**config.mk**
```make
export PLATFORM = sky130hd
export DESIGN_NAME = gray_to_bin
export DESIGN_NICKNAME = d
export VERILOG_FILES = /design/src/rtl/gray_to_bin.sv
export SDC_FILE = /design/constraint.sdc
export NUM_CORES = 1
export LEC_CHECK = 0
export ABC_CLOCK_PERIOD_IN_PS = 1750
export CAP_MARGIN = 25
export CORE_AREA = 2 2 39 41
export CTS_CLUSTER_SIZE = 16
export DETAILED_ROUTE_END_ITERATION = 10
export DIE_AREA = 0 0 41 43
export HOLD_SLACK_MARGIN = 0.1
export PLACE_DENSITY = 0.85
export RECOVER_POWER = 25
export SETUP_SLACK_MARGIN = 0.05
export SYNTH_ARGS = -nofsm -noshare
export SYNTH_HDL_FRONTEND = slang
export SYNTH_SLANG_ARGS = --single-unit
export TNS_END_PERCENT = 10
```
**constraint.sdc**
```tcl
create_clock -name clk -period 1.75 [get_ports clk]
set_input_delay 0.35 -clock clk [delete_from_list [all_inputs] [get_ports clk]]
set_output_delay 0.35 -clock clk [all_outputs]
set_load 0.005 [all_outputs]
```
**src/rtl/gray_to_bin.sv**
```systemverilog
// Registered Gray-to-binary converter for CDC pointer recovery, parameterised width.
// Define GRAY2BIN_PIPE_EN to split the XOR prefix chain over two register stages (2-cycle latency).
module gray_to_bin #(
  parameter int DATA_WIDTH = 8
) (
  input  logic                  clk,
  input  logic                  rst,
  input  logic                  en,
  input  logic [DATA_WIDTH-1:0] gray_in,
  output logic [DATA_WIDTH-1:0] binary_out,
  output logic                  valid_out
);

`ifdef GRAY2BIN_PIPE_EN

  // Lower floor(N/2) bits are resolved in stage 2; stage 1 resolves the upper ceil(N/2).
  localparam int LO = DATA_WIDTH / 2;

  logic [DATA_WIDTH-1:0] s1_data;
  logic                  s1_valid;
  logic [DATA_WIDTH-1:0] s1_next;
  logic [DATA_WIDTH-1:0] s2_next;

  always_comb begin
    s1_next = gray_in;
    for (int i = DATA_WIDTH - 2; i >= LO; i--) begin
      s1_next[i] = s1_next[i+1] ^ gray_in[i];
    end
  end

  always_comb begin
    s2_next = s1_data;
    for (int i = LO - 1; i >= 0; i--) begin
      s2_next[i] = s2_next[i+1] ^ s1_data[i];
    end
  end

  always_ff @(posedge clk or posedge rst) begin
    if (rst) begin
      s1_data  <= '0;
      s1_valid <= 1'b0;
    end else begin
      s1_valid <= en;
      if (en) begin
        s1_data <= s1_next;
      end
    end
  end

  always_ff @(posedge clk or posedge rst) begin
    if (rst) begin
      binary_out <= '0;
      valid_out  <= 1'b0;
    end else begin
      valid_out <= s1_valid;
      if (s1_valid) begin
        binary_out <= s2_next;
      end
    end
  end

`else

  logic [DATA_WIDTH-1:0] bin_next;

  always_comb begin
    bin_next = gray_in;
    for (int i = DATA_WIDTH - 2; i >= 0; i--) begin
      bin_next[i] = bin_next[i+1] ^ gray_in[i];
    end
  end

  always_ff @(posedge clk or posedge rst) begin
    if (rst) begin
      binary_out <= '0;
      valid_out  <= 1'b0;
    end else begin
      valid_out <= en;
      if (en) begin
        binary_out <= bin_next;
      end
    end
  end

`endif

endmodule

```
==> impl_results.md <==
- Status: completed
- Routed Antenna Nets: 0
- N_diodes: 0
- Die Y: 43 um
- Die ar.: roughly 1800 um^2
- Boundary Pins: 20
- Netlist Area Pre-Place: 538 um^2
- Syn_nets: 55
- Register share of total power: 36.1%
- Final Cell Area: 881 um^2
- Critical Setup Path Class: input pin to register
- Worst path buffer plus inverter count: 1
- Core ar.: around 1400 um^2
- H-tree depth: 1
- Post-DR vias/cell: roughly 4.6
- Fin crit share: 94.7%
- Placer Congestion: 0.747
- Clock Sinks: 9
- Die X: slightly above 40 um
- Initial Util: 38.9%
- Flop2flop setup slack: around 0.93 ns
- Largest net degree at the start of global routing: 15
- Post-synthesis register bit count: 9
- Setup_tns: 0 ns
- Root buffer cell: clkbuf_4
- Seq/Total Area, Yosys: 41.9%
- Area delta synth->final: 63.7%
- Detailed Routing Iterations Pass 1: 1
- PnR worst setup slack: 0.0931 ns
- Post-synth top flop: dfrtp_1
- Switch Pwr: ~0.21 mW
- Fraction of layout cells with a size suffix above 1: 35.5%
- Layout Utilization: 63.7%
- Yosys Warn Count: 0
- WL/cell: 11.7 um
- Min cycle time layout: 1.66 ns
- First-iteration detailed-routing DRC count: 0
- Fin Clk Skew: 0 ns
- Placed Area: 822 um^2
- Initial antenna violation count: 0
- Clock Pin Slew Worst Setup and Hold Paths: 0.06 ns
- Slowest-stage cell, CP: clkdlybuf4s50_1
- NumNets Final: 88
- Sw frac: between 20% and 30%
- Max-slew violation count: 0
- Clock share of power: a little over a fifth
- Leakage power: 0.376 nW
- Number of port buffers: 19
- First-pass GRT wire length: around 1.8 mm
- Critical path startpoint category: input pin
- Worst setup startpoint: gray_in[5]
- Final wirelength: 1.08 mm
- Internal cell power: 0.544 mW
- Total track usage: 15.3%
- Crit-path cells: clkdlybuf4s50_1 > xnor2_2 > xnor2_4 > mux2_4 > o221ai_2 > a21boi_2
- CTS Buf Count: 3
- Maximum clock path buffer count: 2
- Family with the most delay on the worst path: buffers and inverters
- Combinational Power Share: ~42%
- Ys async rst share: 100%
- Synth cell types: 20
- DRC: 0
- R2R Path Start: binary_out[0]
- Final setup fails: 0
- Final HPWL DP: between 800 and 900 um
- FP Rows: 14
- Hold crit path type: input pin to async pin
- Slew margin rel.: 77.0%
- Mapped Cells: 44
- Highest clock rate: 604 MHz
- CP peak stage delay: about 0.47 ns
- Max IR drop VDD: 565 uV
- Via count: roughly 430
- Worst slew pin tran: 0.345 ns
- Power density over the cells: about 850 nW/um^2
- Setup slack at placement: -0.194 ns
- Worst-skew pair later-pin latency: approximately 0.27 ns
- EDFF count, synth: 0
- WP data required: 1.90 ns
- Global route overflow: 0
- CP Data Arrival Time: 1.81 ns
- TritonCTS clock tree: built
- Syn Area/Cell: 12.2 um^2
- CP endpoint kind: register
- Vias in the first global route: 438
- CP max FO: 2
- Post-Place Cells: just under 90
- Post-Layout Cell Count: between 90 and 100
- Max_cap viols: 0
- Fin. Hold Viols: 0
## logic make-up (layout without fill, tap and decap cells)
family	Yosys count	in the layout	share of synthesized area (%)
muxes	5	5	11.2
AOI/OAI and AO/OA	7	7	9.77
and+or+nand+nor	8	8	7.90
DFF	9	9	41.9
buffers and inverters	4	36	3.02
xor gates and xnor gates	11	11	26.3
## power groups by stage
| stage | clock network (mW) | registers [mW] | logic, mW |
|---|---|---|---|
| 2_1_floorplan | 0 | 0.279 | 0.135 |
| 4_1_cts | 0.164 | 0.273 | 0.308 |
| 3_5_place_dp | 0 | 0.276 | 0.305 |
| 6_report | 0.163 | 0.271 | 0.317 |
| 3_3_place_gp | 0 | 0.275 | 0.298 |
| 5_1_grt | 0.179 | 0.277 | 0.346 |
## metal layers
| metal | wire (um) | up-vias | part of all wire [%] | track usage (%) |
|---|---|---|---|---|
| met5 | 0 | - | 0 | 0 |
| met2 | 587 | 14 | 54 | 22.8 |
| li1 | - | 217 | - | - |
| met4 | 7 | 0 | 0.65 | 4.00 |
| met3 | 76 | 2 | 7.1 | 9.42 |
| met1 | 408 | 193 | 38 | 17.9 |
## worst reg2reg max path, stage by stage (launching register included)
cell      delay (ns)
dfrtp_1         0.34
nor2_1          0.04
a31oi_1         0.17
a21boi_2        0.19
## sequential cells by signal, indices dropped and copies added (netlist names)
name and count:
binary_out 8, valid_out 1
## final cells by class
| class | instances | area, um^2 |
|---|---|---|
| Sequential cell | 9 | 225 |
| Tap cell | 16 | 20.0 |
| Inverter | 2 | 7.51 |
| Fill cell | 112 | 503 |
| Timing Repair Buffer | 30 | 279 |
| Clock buffer | 4 | 26.3 |
| Multi-Input combinational cell | 31 | 323 |
## synth_stat cells (2+ instances only)
cell	number	area, um^2
a21oi_1	3	15.0
nor2_1	4	15.0
inv_1	2	7.51
xor2_1	3	26.3
xnor2_1	5	43.8
mux2_2	4	45.0
xnor2_4	2	55.1
dfrtp_1	9	225
## repair_timing
item / 4_1_cts / 5_1_grt
endpoints found under the setup margin: 0 / 3
buffers inserted: 0 / 0
hold buffers: 0 / 0
resized for setup: 0 / 5
## cells in the final DEF (no fill, tap or decap)
master / netlist / layout
clkdlybuf4s50_1: 0 / 17
buf_4: 0 / 10
dfrtp_1: 9 / 9
nor2_1: 4 / 4
xnor2_1: 5 / 4
mux2_2: 4 / 4
a21oi_1: 3 / 3
clkbuf_4: 0 / 3
xnor2_4: 2 / 2
xnor2_2: 1 / 2
xor2_1: 3 / 2
inv_1: 2 / 2
xor2_4: 0 / 1
or4b_2: 1 / 1
nand2_1: 1 / 1
mux2_4: 1 / 1
nand3_1: 1 / 1
o221ai_2: 1 / 1
nand4b_1: 1 / 1
o21ai_0: 1 / 1
a31oi_1: 1 / 1
a21boi_2: 1 / 1
clkbuf_1: 0 / 1
dlygate4sd3_1: 0 / 1
dlymetal6s2s_1: 0 / 1
buf_6: 0 / 1
## per-stage QoR
stage / power, mW / hold WS, ns
global route: 0.802 / 0.511
floorplan: 0.414 / 0.178
global placement: 0.573 / 0.494
finish: 0.751 / 0.477
CTS: 0.745 / 0.351
detailed placement: 0.581 / 0.498
## path summary, 6_finish.rpt
path                                  to  cells after the start
setup / recovery           binary_out[0]                      6
hold reg to reg            binary_out[5]                      1
min in group clk           binary_out[7]                      2
setup reg to reg           binary_out[0]                      3
max in group asynchronous  binary_out[3]                      2
hold / removal             binary_out[0]                      2
Power figures use the tool's default switching activity.
